**config.mk**
```make
export PLATFORM = sky130hd
export DESIGN_NAME = fetch_unit
export DESIGN_NICKNAME = d
export VERILOG_FILES = /design/src/rtl/fetch_unit_pkg.sv /design/src/rtl/fetch_unit_queue.sv /design/src/rtl/fetch_unit.sv
export SDC_FILE = /design/constraint.sdc
export NUM_CORES = 1
export LEC_CHECK = 0
export ABC_AREA = 1
export BUFFER_PORTS_ARGS = -buffer_cell sky130_fd_sc_hd__buf_2
export CELL_PAD_IN_SITES_DETAIL_PLACEMENT = 1
export CELL_PAD_IN_SITES_GLOBAL_PLACEMENT = 1
export CORE_MARGIN = 1
export CORE_UTILIZATION = 37
export DETAILED_ROUTE_END_ITERATION = 7
export PLACE_DENSITY_LB_ADDON = 0.1
export SYNTH_ARGS = -nofsm -noshare
export SYNTH_HDL_FRONTEND = slang
export SYNTH_HIERARCHICAL = 1
export SYNTH_SLANG_ARGS = --single-unit
export TNS_END_PERCENT = 10
```
**constraint.sdc**
```tcl
create_clock -name clk -period 1.75 [get_ports clk]
set_clock_uncertainty 0.05 [all_clocks]
set_input_delay 0.35 -clock clk [delete_from_list [all_inputs] [get_ports clk]]
set_output_delay 0.35 -clock clk [all_outputs]
set_load 0.01 [all_outputs]
```
**src/rtl/fetch_unit_pkg.sv**
```systemverilog
// Shared constants and helpers for the instruction fetch stage.
// Queue entries are packed as {pc, inst}, with the PC in the upper word.
package fetch_unit_pkg;

    localparam logic [31:0] RESET_VECTOR_DEFAULT = 32'h0000_0000;
    localparam logic [31:0] INST_NOP             = 32'h0000_0013;
    localparam int          PC_W                 = 32;
    localparam int          INST_W               = 32;
    localparam int          QUEUE_ENTRY_W        = PC_W + INST_W;

    function automatic logic is_word_aligned(input logic [31:0] addr);
        return addr[1:0] == 2'b00;
    endfunction

endpackage

```
**src/rtl/fetch_unit_queue.sv**
```systemverilog
// fetch_queue: small FIFO of {pc, inst} entries between fetch and decode.
// Flush beats push and pop. The head reads as zero when the FIFO is empty.
module fetch_queue
    import fetch_unit_pkg::*;
#(
    parameter int DEPTH = 2
) (
    input  logic                         clk,
    input  logic                         rst_n,
    input  logic                         push,
    input  logic [QUEUE_ENTRY_W-1:0]     push_data,
    input  logic                         pop,
    input  logic                         flush,
    output logic [QUEUE_ENTRY_W-1:0]     head,
    output logic [$clog2(DEPTH):0]       count
);

    localparam int AW = $clog2(DEPTH);

    logic [AW-1:0]                        wr_ptr_reg;
    logic [AW-1:0]                        rd_ptr_reg;
    logic [AW:0]                          count_reg;
    logic [DEPTH-1:0][QUEUE_ENTRY_W-1:0]  slots;
    logic                                 do_push;
    logic                                 do_pop;

    assign do_push = push && !flush;
    assign do_pop  = pop && !flush && (count_reg != '0);

    genvar gi;
    generate
        for (gi = 0; gi < DEPTH; gi++) begin : g_entry
            logic [QUEUE_ENTRY_W-1:0] data_reg;

            always_ff @(posedge clk or negedge rst_n) begin
                if (!rst_n) begin
                    data_reg <= '0;
                end else if (do_push && (wr_ptr_reg == AW'(gi))) begin
                    data_reg <= push_data;
                end
            end

            assign slots[gi] = data_reg;
        end
    endgenerate

    always_ff @(posedge clk or negedge rst_n) begin
        if (!rst_n) begin
            wr_ptr_reg <= '0;
            rd_ptr_reg <= '0;
            count_reg  <= '0;
        end else if (flush) begin
            wr_ptr_reg <= '0;
            rd_ptr_reg <= '0;
            count_reg  <= '0;
        end else begin
            if (do_push) wr_ptr_reg <= wr_ptr_reg + 1'b1;
            if (do_pop)  rd_ptr_reg <= rd_ptr_reg + 1'b1;
            count_reg <= count_reg + {{AW{1'b0}}, do_push} - {{AW{1'b0}}, do_pop};
        end
    end

    assign head  = (count_reg != '0) ? slots[rd_ptr_reg] : '0;
    assign count = count_reg;

endmodule

```
**src/rtl/fetch_unit.sv**
```systemverilog
// Instruction fetch: keeps the PC, issues one read at a time and queues results for decode.
// FETCH_MISALIGN_CHECK_EN turns a misaligned redirect into a sticky fault instead of truncating.
module fetch_unit
    import fetch_unit_pkg::*;
#(
    parameter logic [31:0] RESET_VECTOR = RESET_VECTOR_DEFAULT,
    parameter int          QUEUE_DEPTH  = 2
) (
    input  logic        clk,
    input  logic        rst_n,
    output logic        inst_start,
    input  logic        inst_ready,
    output logic [31:0] i_addr,
    input  logic [31:0] inst,
    input  logic        inst_valid,
    input  logic        jump_valid,
    input  logic [31:0] jump_addr,
    output logic        id_valid,
    input  logic        id_ready,
    output logic [31:0] id_inst,
    output logic [31:0] id_pc,
    output logic        misalign
);

    localparam int              CW      = $clog2(QUEUE_DEPTH) + 1;
    localparam logic [CW-1:0]   DEPTH_C = CW'(QUEUE_DEPTH);

    logic [31:0]              pc_reg;
    logic [31:0]              req_pc_reg;
    logic                     outstanding_reg;
    logic                     kill_reg;
    logic                     misalign_reg;
    logic [CW-1:0]            q_count;
    logic [QUEUE_ENTRY_W-1:0] q_head;
    logic                     jump_ok;
    logic [31:0]              jump_target;
    logic                     response;
    logic                     push;
    logic                     pop;

`ifdef FETCH_MISALIGN_CHECK_EN
    assign jump_ok     = jump_valid && is_word_aligned(jump_addr);
    assign jump_target = jump_addr;

    always_ff @(posedge clk or negedge rst_n) begin
        if (!rst_n) begin
            misalign_reg <= 1'b0;
        end else if (jump_valid) begin
            misalign_reg <= !jump_ok;
        end
    end
`else
    logic unused_jump_low;
    assign unused_jump_low = ^jump_addr[1:0];
    assign jump_ok         = jump_valid;
    assign jump_target     = {jump_addr[31:2], 2'b00};
    assign misalign_reg    = 1'b0;
`endif

    // Gated with rst_n so nothing is requested while reset is held.
    assign inst_start = rst_n && inst_ready && !outstanding_reg && !jump_valid
                        && (q_count < DEPTH_C) && !misalign_reg;
    assign response   = outstanding_reg && inst_valid;
    assign push       = response && !kill_reg && !jump_valid;
    assign pop        = id_valid && id_ready;

    always_ff @(posedge clk or negedge rst_n) begin
        if (!rst_n) begin
            pc_reg          <= RESET_VECTOR;
            req_pc_reg      <= RESET_VECTOR;
            outstanding_reg <= 1'b0;
            kill_reg        <= 1'b0;
        end else if (jump_valid) begin
            if (jump_ok) pc_reg <= jump_target;
            // A response landing in the redirect cycle is consumed here, so nothing is left to kill.
            outstanding_reg <= outstanding_reg && !inst_valid;
            kill_reg        <= outstanding_reg && !inst_valid;
        end else if (inst_start) begin
            pc_reg          <= pc_reg + 32'd4;
            req_pc_reg      <= pc_reg;
            outstanding_reg <= 1'b1;
        end else if (response) begin
            outstanding_reg <= 1'b0;
            kill_reg        <= 1'b0;
        end
    end

    fetch_queue #(
        .DEPTH(QUEUE_DEPTH)
    ) u_queue (
        .clk      (clk),
        .rst_n    (rst_n),
        .push     (push),
        .push_data({req_pc_reg, inst}),
        .pop      (pop),
        .flush    (jump_valid),
        .head     (q_head),
        .count    (q_count)
    );

    assign i_addr   = pc_reg;
    assign id_valid = (q_count != '0);
    assign id_pc    = q_head[QUEUE_ENTRY_W-1:INST_W];
    assign id_inst  = q_head[INST_W-1:0];
    assign misalign = misalign_reg;

endmodule

```
==> run_results.csv <==
group,metric,value,unit
placed_design,place.gp.congestion,0.790,
yosys,syn-cell-area,0.00978,sq mm
sta,rsz0062_at_grt,"yes",
layout,layout_commonest_cell,"nand2_1",
sta,fin_setup_tns,-13.17,ns
status,status,"complete, but fails checks",
placed_design,dp_hpwl,18.3,mm
clock_tree,clk_latency,0.43,ns
grt,grt_pass1_wl,43.5,mm
drt,drc,0,
layout,utilization,0.480,
placed_design,pre_cts_slack,-0.00846,ns
min_path,hp-class,"primary input to flip-flop",
layout,nets,1497,
run,drv_cap,0,
pwr,leakage,6.16,nW
floorplanning,die_width,165,microns
sta,setup_viol,66,
critical_path,slowest_delay,0.46,ns
sta,fmaxAchievable,0.500,GHz
clock_tree,cts-htree-levels,4,
placed_design,port_buffers,163,
critical_path,startpoint_type,"flip-flop",
sta,setup_ws,-0.250,ns
yosys,syn_inst,1242,
critical_path,crit_slowest_cell,"dfrtp_2",
pwr,ir_worst_vdd,483,uV
critical_path,crit_path_end_kind,"output pin",
clock_tree,clkSlewWorstSetupHoldPaths,0.08,ns
sta,hold_viol,0,
layout,drive_above_1_share,0.299,
clock_tree,cts_max_path_buffers,2,
placed_design,dp.cells,1720,
clock_tree,cts_root_buf,"clkbuf_16",
layout,diodes,0,
drt,drt_iter0_drc,533,
grt,grt_start_max_net_pins,105,
critical_path,path_common_cell,"buf_12",
floorplanning,io_pins,169,
yosys,synth.avg_cell_area,7.87,sq um
yosys,synth.largest_area_cell,"dfrtp_1",
grt,grt_pass1_vias,8314,
layout,final_cell_mix,"nand2_1 (410), dfrtp_1 (193), buf_2 (157)",
status,violations,"negative setup slack",
sta,finalMaxSlewViolations,0,
sta,period_needed,2.00,ns
clock_tree,clock-sinks,194,
floorplanning,die-height,165,microns
yosys,ys_seq_area_frac,0.496,
yosys,yosys_register_bits,194,
layout,area_growth,27.5,%
grt,grt_antenna_before_repair,0,
layout,largest_register_ff_count,128,
yosys,synthTopCellsByArea,"dfrtp_1 (50%), nand2_1 (17%), inv_1 (4.9%), o21ai_2 (4.5%), o21ai_1 (3.5%)",
drt,vias_per_cell,4.81,
placed_design,placedInstanceArea,0.0111,sq mm
drt,drt_pass1_iterations,5,
critical_path,crit_path_max_fanout,8,
yosys,synth_cell_types,31,
sta,worst_pin_slew,0.576,ns
floorplanning,core,0.0260,sq mm
clock_tree,cts_tree,"yes",
grt,grtUsageTotal,0.206,
yosys,ys_warn_count,6,
layout,fin_cells,1772,
grt,grt_overflow_total,0,
critical_path,worstPathCellList,"clkinv_4 -> buf_12 -> buf_12 -> nand2_1 -> a21oi_1 -> buf_2",
layout,final_area,0.0125,sq mm
drt,num_vias,8523,
sta,slew_headroom,0.616,
floorplanning,die_area,0.0271,sq mm
critical_path,worst_ep_required_time,1.35,ns
sta,finalCritPeriodShare,1.14,
yosys,synth_top_area_share,0.496,
sta,hold_slack,0.0845,ns
pwr,powerDensity,949,mW/mm^2
drt,drt-wirelength-per-cell,15.8,microns
drt,wirelength,28.0,mm
pwr,totalPowerFinal,11.8,mW
floorplanning,row_count,59,
critical_path,crit_type,"flip-flop to output pin",
drt,ant_nets,0,
critical_path,critPathArrivalTime,1.60,ns
clock_tree,cts_buffers,17,
floorplanning,start_util,0.376,
==> synthesized netlist by cell type, drive strengths merged <==
| library cell | count |
|---|---|
| o31ai | 1 |
| o21a | 1 |
| buf | 55 |
| a21oi | 66 |
| conb | 1 |
| nand3b | 1 |
| ha | 3 |
| clkbuf | 11 |
| inv | 132 |
| and2 | 1 |
| o211ai | 4 |
| dfrtp | 194 |
| nand3 | 65 |
| or2 | 2 |
| xor2 | 4 |
| nor3 | 2 |
| o21ai | 154 |
| nand2 | 441 |
| nor2 | 104 |
==> cell families after synthesis <==
group	Yosys count	synth area share
simple gates	616	0.261
fa+ha+maj	3	0.00384
flops	194	0.496
xor+xnor	4	0.00358
buf+inv	198	0.0986
other cells	1	0.000383
compound gates	226	0.136
==> repair_timing <==
| action | 4_1_cts | 5_1_grt |
|---|---|---|
| setup buffers | 8 | 2 |
| endpoints found under the hold margin | 2 | 0 |
| resized for setup | 64 | 53 |
| hold buffers | 1 | 0 |
| setup endpoints to repair | 65 | 78 |
| pin swaps | 6 | 11 |
| gates cloned | 4 | 5 |
==> worst paths after layout <==
check                                               start                             end  slack, ns  depth (start not counted)
setup reg to reg               u_queue/count[1]$_DFF_PN0_      u_queue/count[1]$_DFF_PN0_       0.01                         10
min in group asynchronous                           rst_n          i_addr[26]$_DFFE_PN0P_       0.13                          3
hold / removal                               jump_addr[8]           i_addr[8]$_DFFE_PN0P_       0.08                          3
setup / recovery           u_queue/rd_ptr_reg$_DFFE_PN0P_                     id_inst[10]      -0.25                          6
hold reg to reg                 req_pc_reg[6]$_DFFE_PN0P_       req_pc_reg[6]$_DFFE_PN0P_       0.43                          2
max in group asynchronous                           rst_n  u_queue/rd_ptr_reg$_DFFE_PN0P_       1.07                          3
==> critical path: cells and delay by family (launching register included) <==
| family | cells | cell delay [ns] |
|---|---|---|
| buf+inv | 4 | 0.54 |
| flops | 1 | 0.46 |
| compound gates | 1 | 0.12 |
| simple gates | 1 | 0.05 |
==> per-layer routing <==
metal	GRT usage	part of all wire	wire length, microns
met3	0.0339	0.031	863
met5	0	0	0
met1	0.285	0.47	13300
met2	0.341	0.49	13700
met4	0.0388	0.0080	225
==> layout make-up <==
type	count	area [sq um]
Clock buffer	18	439
Sequential cell	194	4860
Fill cell	3207	13500
Inverter	132	510
Timing Repair Buffer	225	1760
Multi-Input combinational cell	854	4320
Tap cell	335	419
Clock inverter	14	166
==> report_power, final <==
part	total [mW]	switching, mW	internal (mW)
clock network	4.05	1.85	2.20
logic	2.04	1.22	0.824
registers	5.75	0.525	5.23
total	11.8	3.59	8.25
Power figures use the tool's default switching activity.
